[config.mk]
export PLATFORM = sky130hd
export DESIGN_NAME = ccc_encoder_4x4
export DESIGN_NICKNAME = d
export VERILOG_FILES = /design/src/rtl/ccc_pkg.sv /design/src/rtl/ccc_div3.sv /design/src/rtl/ccc_encoder_4x4.sv
export SDC_FILE = /design/constraint.sdc
export NUM_CORES = 1
export LEC_CHECK = 0
export ABC_AREA = 1
export CORE_ASPECT_RATIO = 1.5
export CORE_UTILIZATION = 40
export DETAILED_ROUTE_END_ITERATION = 8
export SETUP_SLACK_MARGIN = 0.3
export SYNTH_ARGS = -nofsm -noshare
export SYNTH_HDL_FRONTEND = slang
export SYNTH_SLANG_ARGS = --single-unit
export TNS_END_PERCENT = 10
[constraint.sdc]
create_clock -name clk -period 6.3 [get_ports clk]
set_input_delay 1.26 -clock clk [delete_from_list [all_inputs] [get_ports clk]]
set_output_delay 1.26 -clock clk [all_outputs]
set_load 0.1 [all_outputs]
[src/rtl/ccc_pkg.sv]
// Shared types and helpers for the 4x4 colour-cell-compression encoder.
package ccc_pkg;

    localparam int BITS_PER_PIXEL = 24;
    localparam int BITS_PER_BLOCK = 64;
    localparam int BMP_LSB        = 0;
    localparam int C0_LSB         = 16;
    localparam int C1_LSB         = 40;

    typedef enum logic [2:0] {
        ACCUM    = 3'd0,
        CLASSIFY = 3'd1,
        DIV0     = 3'd2,
        DIV1     = 3'd3,
        OUT      = 3'd4
    } ccc_enc_state_t;

    // Luminance proxy R + 2G + B, at most 1020.
    function automatic logic [9:0] luma(input logic [BITS_PER_PIXEL-1:0] pixel);
        luma = {2'b00, pixel[23:16]} + {1'b0, pixel[15:8], 1'b0} + {2'b00, pixel[7:0]};
    endfunction

endpackage

[src/rtl/ccc_div3.sv]
// Three-lane 12-by-5-bit restoring divider sharing one divisor.
// The twelfth quotient bit is produced combinationally, so done marks a valid quotient.
module ccc_div3 (
    input  logic        clk,
    input  logic        rst,
    input  logic        start,
    input  logic [35:0] dividend,
    input  logic [4:0]  divisor,
    output logic        done,
    output logic [23:0] quotient
);

    logic [4:0]  rem_r     [3];
    logic [11:0] sh_r      [3];
    logic [4:0]  dvs_r;
    logic [3:0]  step_r;
    logic        busy_r;

    logic [4:0]  dvs_s;
    logic [4:0]  rem_src_s [3];
    logic [11:0] sh_src_s  [3];
    logic [5:0]  trial_s   [3];
    logic [4:0]  rem_nxt_s [3];
    logic [11:0] sh_nxt_s  [3];

    // One restoring step per lane; a start cycle steps on the fresh operands.
    always_comb begin
        if (start) begin
            dvs_s = divisor;
        end else begin
            dvs_s = dvs_r;
        end
        for (int l = 0; l < 3; l++) begin
            if (start) begin
                rem_src_s[l] = 5'd0;
                sh_src_s[l]  = dividend[l*12 +: 12];
            end else begin
                rem_src_s[l] = rem_r[l];
                sh_src_s[l]  = sh_r[l];
            end
            trial_s[l] = {rem_src_s[l], sh_src_s[l][11]};
            if (trial_s[l] >= {1'b0, dvs_s}) begin
                rem_nxt_s[l] = 5'(trial_s[l] - {1'b0, dvs_s});
                sh_nxt_s[l]  = {sh_src_s[l][10:0], 1'b1};
            end else begin
                rem_nxt_s[l] = trial_s[l][4:0];
                sh_nxt_s[l]  = {sh_src_s[l][10:0], 1'b0};
            end
        end
    end

    assign done     = busy_r && (step_r == 4'd11);
    assign quotient = {sh_nxt_s[2][7:0], sh_nxt_s[1][7:0], sh_nxt_s[0][7:0]};

    // Iteration state: start performs step 1, then one step per cycle.
    always_ff @(posedge clk or negedge rst) begin
        if (!rst) begin
            busy_r <= 1'b0;
            step_r <= 4'd0;
            dvs_r  <= 5'd0;
            for (int l = 0; l < 3; l++) begin
                rem_r[l] <= 5'd0;
                sh_r[l]  <= 12'd0;
            end
        end else if (start) begin
            busy_r <= 1'b1;
            step_r <= 4'd1;
            dvs_r  <= divisor;
            for (int l = 0; l < 3; l++) begin
                rem_r[l] <= rem_nxt_s[l];
                sh_r[l]  <= sh_nxt_s[l];
            end
        end else if (busy_r) begin
            for (int l = 0; l < 3; l++) begin
                rem_r[l] <= rem_nxt_s[l];
                sh_r[l]  <= sh_nxt_s[l];
            end
            if (step_r == 4'd11) begin
                busy_r <= 1'b0;
                step_r <= 4'd0;
            end else begin
                step_r <= step_r + 4'd1;
            end
        end else begin
            busy_r <= 1'b0;
        end
    end

endmodule

[src/rtl/ccc_encoder_4x4.sv]
// Streaming CCC encoder: 16 RGB888 pixels in, one 64-bit {color1, color0, bitmap} word out.
// Define CCC_ENC_ROUND_EN to round class averages to nearest instead of truncating.
module ccc_encoder_4x4
    import ccc_pkg::*;
#(
    parameter logic signed [14:0] THRESH_BIAS = 15'sd0
) (
    input  logic                      clk,
    input  logic                      rst,
    input  logic                      in_valid,
    output logic                      in_ready,
    input  logic [BITS_PER_PIXEL-1:0] in_pixel,
    output logic                      out_valid,
    input  logic                      out_ready,
    output logic [BITS_PER_BLOCK-1:0] out_block
);

    ccc_enc_state_t state_r, state_nxt_s;

    logic [3:0]                cnt_r;
    logic [BITS_PER_PIXEL-1:0] pix_buf_r [16];
    logic [13:0]               ysum_r;
    logic [35:0]               sum0_r, sum1_r;
    logic [4:0]                cnt0_r, cnt1_r;
    logic [15:0]               bmp_r;
    logic [23:0]               avg0_r;
    logic                      in_ready_r, out_valid_r;
    logic [BITS_PER_BLOCK-1:0] out_block_r;

    logic                      accept_s;
    logic [BITS_PER_PIXEL-1:0] cur_pix_s;
    logic signed [15:0]        lhs_s, rhs_s;
    logic                      cls_bit_s;
    logic [35:0]               div_sum_s, div_dvd_s;
    logic [4:0]                div_dvs_s;
    logic [11:0]               rnd_s;
    logic                      div_start_s, div_done_s;
    logic [23:0]               div_quo_s;
    logic [23:0]               c0_s, c1_s;

    assign accept_s = in_valid && in_ready_r && (state_r == ACCUM);

    // Threshold compare of the pixel under classification against the block mean.
    always_comb begin
        cur_pix_s = pix_buf_r[cnt_r];
        lhs_s     = {2'b00, luma(cur_pix_s), 4'b0000} + {THRESH_BIAS[14], THRESH_BIAS};
        rhs_s     = {2'b00, ysum_r};
        cls_bit_s = (lhs_s > rhs_s);
    end

    // Divider operands: class0 during DIV0, class1 during DIV1.
    always_comb begin
        if (state_r == DIV1) begin
            div_sum_s = sum1_r;
            div_dvs_s = cnt1_r;
        end else begin
            div_sum_s = sum0_r;
            div_dvs_s = cnt0_r;
        end
`ifdef CCC_ENC_ROUND_EN
        rnd_s = {8'd0, div_dvs_s[4:1]};
`else
        rnd_s = 12'd0;
`endif
        for (int l = 0; l < 3; l++) begin
            div_dvd_s[l*12 +: 12] = div_sum_s[l*12 +: 12] + rnd_s;
        end
        div_start_s = ((state_r == DIV0) || (state_r == DIV1)) && (cnt_r == 4'd0);
    end

    ccc_div3 u_div (
        .clk      (clk),
        .rst      (rst),
        .start    (div_start_s),
        .dividend (div_dvd_s),
        .divisor  (div_dvs_s),
        .done     (div_done_s),
        .quotient (div_quo_s)
    );

    // An empty class borrows the other class's colour.
    always_comb begin
        if (cnt1_r == 5'd0) begin
            c1_s = avg0_r;
        end else begin
            c1_s = div_quo_s;
        end
        if (cnt0_r == 5'd0) begin
            c0_s = div_quo_s;
        end else begin
            c0_s = avg0_r;
        end
    end

    // Next-state logic.
    always_comb begin
        state_nxt_s = state_r;
        case (state_r)
            ACCUM: begin
                if (accept_s && (cnt_r == 4'd15)) begin
                    state_nxt_s = CLASSIFY;
                end else begin
                    state_nxt_s = ACCUM;
                end
            end
            CLASSIFY: begin
                if (cnt_r == 4'd15) begin
                    state_nxt_s = DIV0;
                end else begin
                    state_nxt_s = CLASSIFY;
                end
            end
            DIV0: begin
                if (div_done_s) begin
                    state_nxt_s = DIV1;
                end else begin
                    state_nxt_s = DIV0;
                end
            end
            DIV1: begin
                if (div_done_s) begin
                    state_nxt_s = OUT;
                end else begin
                    state_nxt_s = DIV1;
                end
            end
            OUT: begin
                if (out_ready) begin
                    state_nxt_s = ACCUM;
                end else begin
                    state_nxt_s = OUT;
                end
            end
            default: state_nxt_s = ACCUM;
        endcase
    end

    // State register and registered handshake flags.
    always_ff @(posedge clk or negedge rst) begin
        if (!rst) begin
            state_r     <= ACCUM;
            in_ready_r  <= 1'b0;
            out_valid_r <= 1'b0;
        end else begin
            state_r     <= state_nxt_s;
            in_ready_r  <= (state_nxt_s == ACCUM);
            out_valid_r <= (state_nxt_s == OUT);
        end
    end

    // Datapath: pixel buffer, accumulators, class sums and the output word.
    always_ff @(posedge clk or negedge rst) begin
        if (!rst) begin
            cnt_r       <= 4'd0;
            ysum_r      <= 14'd0;
            sum0_r      <= 36'd0;
            sum1_r      <= 36'd0;
            cnt0_r      <= 5'd0;
            cnt1_r      <= 5'd0;
            bmp_r       <= 16'd0;
            avg0_r      <= 24'd0;
            out_block_r <= 64'd0;
            for (int i = 0; i < 16; i++) begin
                pix_buf_r[i] <= 24'd0;
            end
        end else begin
            case (state_r)
                ACCUM: begin
                    if (accept_s) begin
                        pix_buf_r[cnt_r] <= in_pixel;
                        ysum_r           <= ysum_r + {4'd0, luma(in_pixel)};
                        cnt_r            <= cnt_r + 4'd1;
                    end
                end
                CLASSIFY: begin
                    bmp_r[cnt_r] <= cls_bit_s;
                    cnt_r        <= cnt_r + 4'd1;
                    if (cls_bit_s) begin
                        cnt1_r <= cnt1_r + 5'd1;
                        for (int l = 0; l < 3; l++) begin
                            sum1_r[l*12 +: 12] <= sum1_r[l*12 +: 12] + {4'd0, cur_pix_s[l*8 +: 8]};
                        end
                    end else begin
                        cnt0_r <= cnt0_r + 5'd1;
                        for (int l = 0; l < 3; l++) begin
                            sum0_r[l*12 +: 12] <= sum0_r[l*12 +: 12] + {4'd0, cur_pix_s[l*8 +: 8]};
                        end
                    end
                end
                DIV0: begin
                    if (div_done_s) begin
                        avg0_r <= div_quo_s;
                        cnt_r  <= 4'd0;
                    end else begin
                        cnt_r  <= cnt_r + 4'd1;
                    end
                end
                DIV1: begin
                    if (div_done_s) begin
                        out_block_r[BMP_LSB +: 16] <= bmp_r;
                        out_block_r[C0_LSB +: 24]  <= c0_s;
                        out_block_r[C1_LSB +: 24]  <= c1_s;
                        cnt_r                      <= 4'd0;
                    end else begin
                        cnt_r <= cnt_r + 4'd1;
                    end
                end
                OUT: begin
                    if (out_ready) begin
                        cnt_r  <= 4'd0;
                        ysum_r <= 14'd0;
                        sum0_r <= 36'd0;
                        sum1_r <= 36'd0;
                        cnt0_r <= 5'd0;
                        cnt1_r <= 5'd0;
                    end
                end
                default: cnt_r <= 4'd0;
            endcase
        end
    end

    assign in_ready  = in_ready_r;
    assign out_valid = out_valid_r;
    assign out_block = out_block_r;

endmodule

== Word level (Yosys, flattened, before mapping) ==
Cells that the tools add are included.
Widths: inputs -> output; s select.
Storage, ports and cells
  register bits: 654
  memories: 0
  bits in writable memories: 0
  ROM bits: 0
  output and inout bits: 66
  input bits: 28
  latch bits: 0
Cells by class
  divide/modulo/power cells: 0
  bitwise logic cells: 1
  multipliers: 0
  reduce and logical (&&, ||, !) cells: 24
  mux-type cells: 59
  equality and inequality tests: 11
  add/subtract/negate cells: 18
  shifts and indexed selects: 0
  magnitude comparators: 8
Operators by type and width (count)
  $bwmux 384: 1
  $mux 36: 6
  $pmux 36 s2: 2
  $mux 24: 5
  $bmux 24 s4: 1
  $demux 24 s4: 1
  $add 12x8->12: 6
  $mux 5: 11
  $mux 12: 3
  $mux 15: 2
  $mux 14: 2
  $pmux 14 s2: 1
  $mux 4: 6
  $add 10x8->10: 2
  $add 8x9->10: 2
  $pmux 5 s2: 2
  $ge 6x5->1: 3
  $bwmux 16: 1
  $pmux 4 s4: 1
  $pmux 3 s5: 1
  $sub 5x5->5: 3
  $add 14x10->14: 1
  $gt 14x14->1: 1
  $add 5x1->5 const B: 2
  24 further kinds: 55

== Longest topological paths before layout ==
  word-level depth: 9
  depth in mapped cells: 28
  gate-level depth less buffers: 25

== Modules after synthesis ==
From an unflattened synthesis, not the netlist that was laid out.
Unflattened totals
  cell total of the unflattened synthesis: 4296
  area total of the unflattened synthesis: 34085.2 µm²
By module, submodules not included
  ccc_encoder_4x4: seq. area each 14839.2 µm², instances 1, area an instance 30311.6 µm², cells an instance 3802
  ccc_div3: seq. area each 1526.5 µm², instances 1, area an instance 3773.6 µm², cells an instance 494

== Worst setup path before layout ==
No wires, ideal clock.
  path kind: reg2reg
  start point: register cnt_r[0]
  end point: register sum1_r[20]
  arrival time: 4.615 ns
  cell stages (with the launch flop): 29
  setup time: 0.117 ns
  buffers on the path: 4
  setup slack: 1.568 ns
  clock period less this slack: 4.732 ns
  cell sequence: dfrtp_1 > buf_2 > buf_2 > clkbuf_1 > nor2_1 > o22ai_1 > nand2_1 > nand4_1 > fa_1 > ha_1 > inv_1 > fa_1 > o21ai_0 > nand2_1 > nand2_1 > a21oi_1 > xor2_1 > inv_1 > ha_1 > nand2_1 > nor2_1 > nand3_1 > nand3_1 > nand3_2 > nand2_1 > nand2_1 > buf_2 > nand2_1 > nand2_1
On the way
  cells in the longest elaborated chain, start to end: 9
RTL lines
  from (decl): line ccc_encoder_4x4.sv:20  | logic [3:0] cnt_r;
  from (signal assigned): line ccc_encoder_4x4.sv:172  | cnt_r <= cnt_r + 4'd1;
  from (signal assigned): line ccc_encoder_4x4.sv:177  | cnt_r <= cnt_r + 4'd1;
  from (signal assigned): line ccc_encoder_4x4.sv:195  | cnt_r <= cnt_r + 4'd1;
  $not 4->5 (not written as such) *: line ccc_encoder_4x4.sv:45  | cur_pix_s = pix_buf_r[cnt_r];
  $bmux 24 s4 *: line ccc_encoder_4x4.sv:45
  $mux 24 (not written as such) * (2 in series): line ccc_encoder_4x4.sv:45
  $add 8x9->10: line ccc_pkg.sv:20  | luma = {2'b00, pixel[23:16]} + {1'b0, pixel[15:8], 1'b0} + {2'b00, pixel[7:0]};
  $add 10x8->10: line ccc_pkg.sv:20
  $gt 14x14->1: line ccc_encoder_4x4.sv:48  | cls_bit_s = (lhs_s > rhs_s);
  $ne 2x2->1 (no line)
  $reduce_and 3->1 (no line)
  to (signal, indexed assignment): line ccc_encoder_4x4.sv:181  | sum1_r[l*12 +: 12] <= sum1_r[l*12 +: 12] + {4'd0, cur_pix_s[l*8 +: 8]};
  to (decl): line ccc_encoder_4x4.sv:23  | logic [35:0] sum0_r, sum1_r;
Every way passes the cells marked *; elsewhere a longest branch is shown, timed or not. The select of a mux whose other input is x is not followed.
A chain may end at the register's enable or synchronous reset.

== Worst setup path in the final report ==
  start point: register cnt_r[0]
  end point: register cnt0_r[2]
On the way
  cells in the longest elaborated chain, start to end: 9
RTL lines
  $not 4->5 (not written as such) *: line ccc_encoder_4x4.sv:45
  $bmux 24 s4 *: line ccc_encoder_4x4.sv:45
  $mux 24 (not written as such) * (2 in series): line ccc_encoder_4x4.sv:45
  $add 8x9->10: line ccc_pkg.sv:20
  $add 10x8->10 *: line ccc_pkg.sv:20
  $gt 14x14->1 *: line ccc_encoder_4x4.sv:48
  $ne 2x2->1 (no line) *
  $reduce_and 3->1 (no line) *
  to (signal assigned): line ccc_encoder_4x4.sv:184  | cnt0_r <= cnt0_r + 5'd1;
  to (decl): line ccc_encoder_4x4.sv:24  | logic [4:0] cnt0_r, cnt1_r;
Marks and branches as above.

==> impl_metrics.yaml <==
status:
  status: "finished, final reports clean"
logic_synthesis:
  ys_async_sr_fraction: 1.00
  synth_top_area_frac: 0.478
  syn_inst: 4313
  synthFlopType: "dfrtp_1"
  syn-cell-area_sq_um: 34200
  yosysWarnings: 0
  synth_nets: 4477
  synth_edf_count: 0
  yosysSeqAreaShare: 0.478
  yosys.cell_types.count: 41
  synth_area_leaders: "dfrtp_1, nand2_1, o21ai_0"
  yosysTopAreaCell: "dfrtp_1"
  syn_area_per_cell_sq_um: 7.93
  synth_seq_cells: 654
clock_network:
  cts.sinks: 654
  cts_tree: "built"
  clk_path_buf_depth: 3
  numCtsBuffers: 69
  htreeDepth: 3
  cts-root-buf: "clkbuf_16"
  path_clk_slew_ns: 0.07
  clk_latency_ns: 0.63
  hold_buffers: 0
timing:
  relSlewSlack: 0.281
  skew_ns: 0.0338
  finalMaxSlewViolations: 0
  period_share: 0.869
  finalCriticalPeriod_ns: 5.47
  setup_tns_ns: 0
  timing.fmax_mhz: 183
  setup_violations: 0
  rsz0062_at_grt: "no"
  hold_viol: 0
  worst_pin_slew_ns: 1.08
layout:
  antenna_cells: 0
  final_cell_mix: "nand2_1, o21ai_0, dfrtp_1"
  drive_above_1_share: 0.0649
  layout_commonest_cell: "nand2_1"
  area_growth_pct: 12.0
  nets: 4455
  final_area_sq_um: 38300
run:
  cap_violations: 0
grt:
  overflow: 0
  grt_use_total: 0.242
  busiest_layer: "met2"
  grt_pass1_wl_um: 163000
  grt_max_degree: 149
  use_met3: 0.0307
  use_met1: 0.305
  grtUsageMet2: 0.418
  grt_pass1_vias: 28300
  grt_antenna_before_repair: 1
place:
  routabilityCongestion: 0.891
  place_area_sq_um: 36000
  io_buffers: 93
  place_hpwl_um: 68300
detailed_routing:
  wirelength_um: 103000
  vias: 29000
  ant_nets: 0
  vias_per_cell: 5.29
  dr.pass1.iters: 7
  avgRoutedWirePerCell_um: 18.9
  drc: 0
  drt-initial-drc-count: 2221
critical_path:
  path_cells: "inv_6 -> buf_4 -> o21ai_0 -> o22ai_1 -> nand2_1 -> nand4_1 -> fa_1 -> ha_1 -> a21oi_1 -> nand2_1 -> nand2_1 -> nand2_1 -> a21oi_1 -> xor2_1 -> inv_1 -> ha_1 -> nand2_1 -> nor2_1 -> nand4_1 -> nand3_2 -> buf_4 -> nand2_8 -> o21ai_0"
  critPathMaxStageDelay_ns: 0.53
  critical_path.endpoint_type: "flip-flop"
  cp_common_cell: "nand2_1"
  critPathKind: "flip-flop to flip-flop"
  cp.required_ns: 6.82
  critPathMaxFanout: 79
  cp.arrival_ns: 5.99
  crit_slowest_cell: "dfrtp_4"
  start_kind: "flip-flop"
power:
  power_mw: 24.2
  power.leakage_nw: 18.3
  ir_drop_mv: 0.652
  p_per_area_nw_per_um2: 631
floorplanning:
  start_util: 0.403
  core_area_sq_um: 84900
  die-area_sq_um: 86700
  fp.dieW_um: 241
  die_y_um: 360
  num_rows: 131
  pin_count: 94
worst_hold_path:
  hp-class: "flip-flop to flip-flop"
## metal layers
layer / share of wire / vias up
met2: 0.50 / 708
met4: 0.036 / 2
met5: 0.00013 / -
met1: 0.42 / 14000
met3: 0.043 / 172
li1: - / 14100
## synth_stat cells, drive strengths merged, types with 4 or more instances
| cell | n |
|---|---|
| nand2 | 1267 |
| o21ai | 766 |
| dfrtp | 654 |
| nor2 | 397 |
| inv | 267 |
| a21oi | 167 |
| clkbuf | 153 |
| nand3 | 137 |
| o22ai | 122 |
| buf | 103 |
| ha | 103 |
| nand4 | 46 |
| fa | 33 |
| xor2 | 29 |
| or2 | 28 |
| xnor2 | 11 |
| a31oi | 7 |
| nor3 | 7 |
| o211ai | 6 |
| nand3b | 4 |
## stage by stage
stage | utilization | instances | setup WS (ns) | hold WS [ns]
3_5_place_dp | 0.424 | 5346 | 0.357 | 0.464
2_1_floorplan | - | 4313 | 1.57 | 0.442
4_1_cts | 0.451 | 5469 | 0.349 | 0.482
3_3_place_gp | 0.424 | 5346 | 0.529 | 0.460
5_1_grt | 0.451 | 5473 | 0.415 | 0.498
6_report | 0.451 | 5473 | 0.826 | 0.477
## cell families (layout without fill, tap and decap cells)
group           Yosys count  in the layout  share of synthesized area
simple gates           1887           1887                      0.221
compound gates         1072           1072                      0.167
flops                   654            654                      0.478
buf+inv                 524            554                     0.0662
fa+ha+maj               136            136                     0.0570
xor+xnor                 40             40                     0.0102
## worst paths after layout
| path | startpoint | to | slack [ns] | cells after the start |
|---|---|---|---|---|
| setup / recovery | cnt_r[0] | cnt0_r[2] | 0.83 | 23 |
| hold / removal | pix_buf_r[336] | pix_buf_r[336] | 0.48 | 2 |
| setup reg to reg | cnt_r[0] | cnt0_r[2] | 0.83 | 23 |
| hold reg to reg | pix_buf_r[336] | pix_buf_r[336] | 0.48 | 2 |
| max in group asynchronous | rst | pix_buf_r[230] | 4.26 | 2 |
| min in group asynchronous | rst | u_div.rem_r[13] | 0.63 | 1 |
## report_power, final
group,leakage [nW],switching (mW),internal (mW)
combinational,8.70,8.66,4.60
clock,1.09,1.77,2.43
sequential,8.55,1.00,5.71
## critical path, delay by kind of cell (launching register included)
kind	cells	cell delay, ns
compound gates	5	0.96
xor+xnor	1	0.16
fa+ha+maj	3	1.11
buf+inv	4	1.08
flops	1	0.53
simple gates	10	1.50
## repair_timing
action                                  4_1_cts  5_1_grt
buffers inserted                              0        4
gates resized for setup                       0        6
endpoints found under the setup margin        0       82
## sequential cells by signal (all words and copies together) (netlist names), 4 cells and up
name,count
cnt0_r,5
ysum_r,14
cnt_r,4
u_div.sh_r,36
sum0_r,36
u_div.rem_r,15
u_div.step_r,4
pix_buf_r,384
u_div.dvs_r,5
out_block,64
cnt1_r,5
bmp_r,16
avg0_r,24
sum1_r,36
## cell type report
class | instances | area (sq um)
Inverter | 268 | 1020
Sequential cell | 654 | 16400
Clock inverter | 25 | 329
Multi-Input combinational cell | 3135 | 15600
Fill cell | 8666 | 46600
Timing Repair Buffer | 163 | 1590
Tap cell | 1130 | 1410
Clock buffer | 98 | 1960
Power figures use the tool's default switching activity.
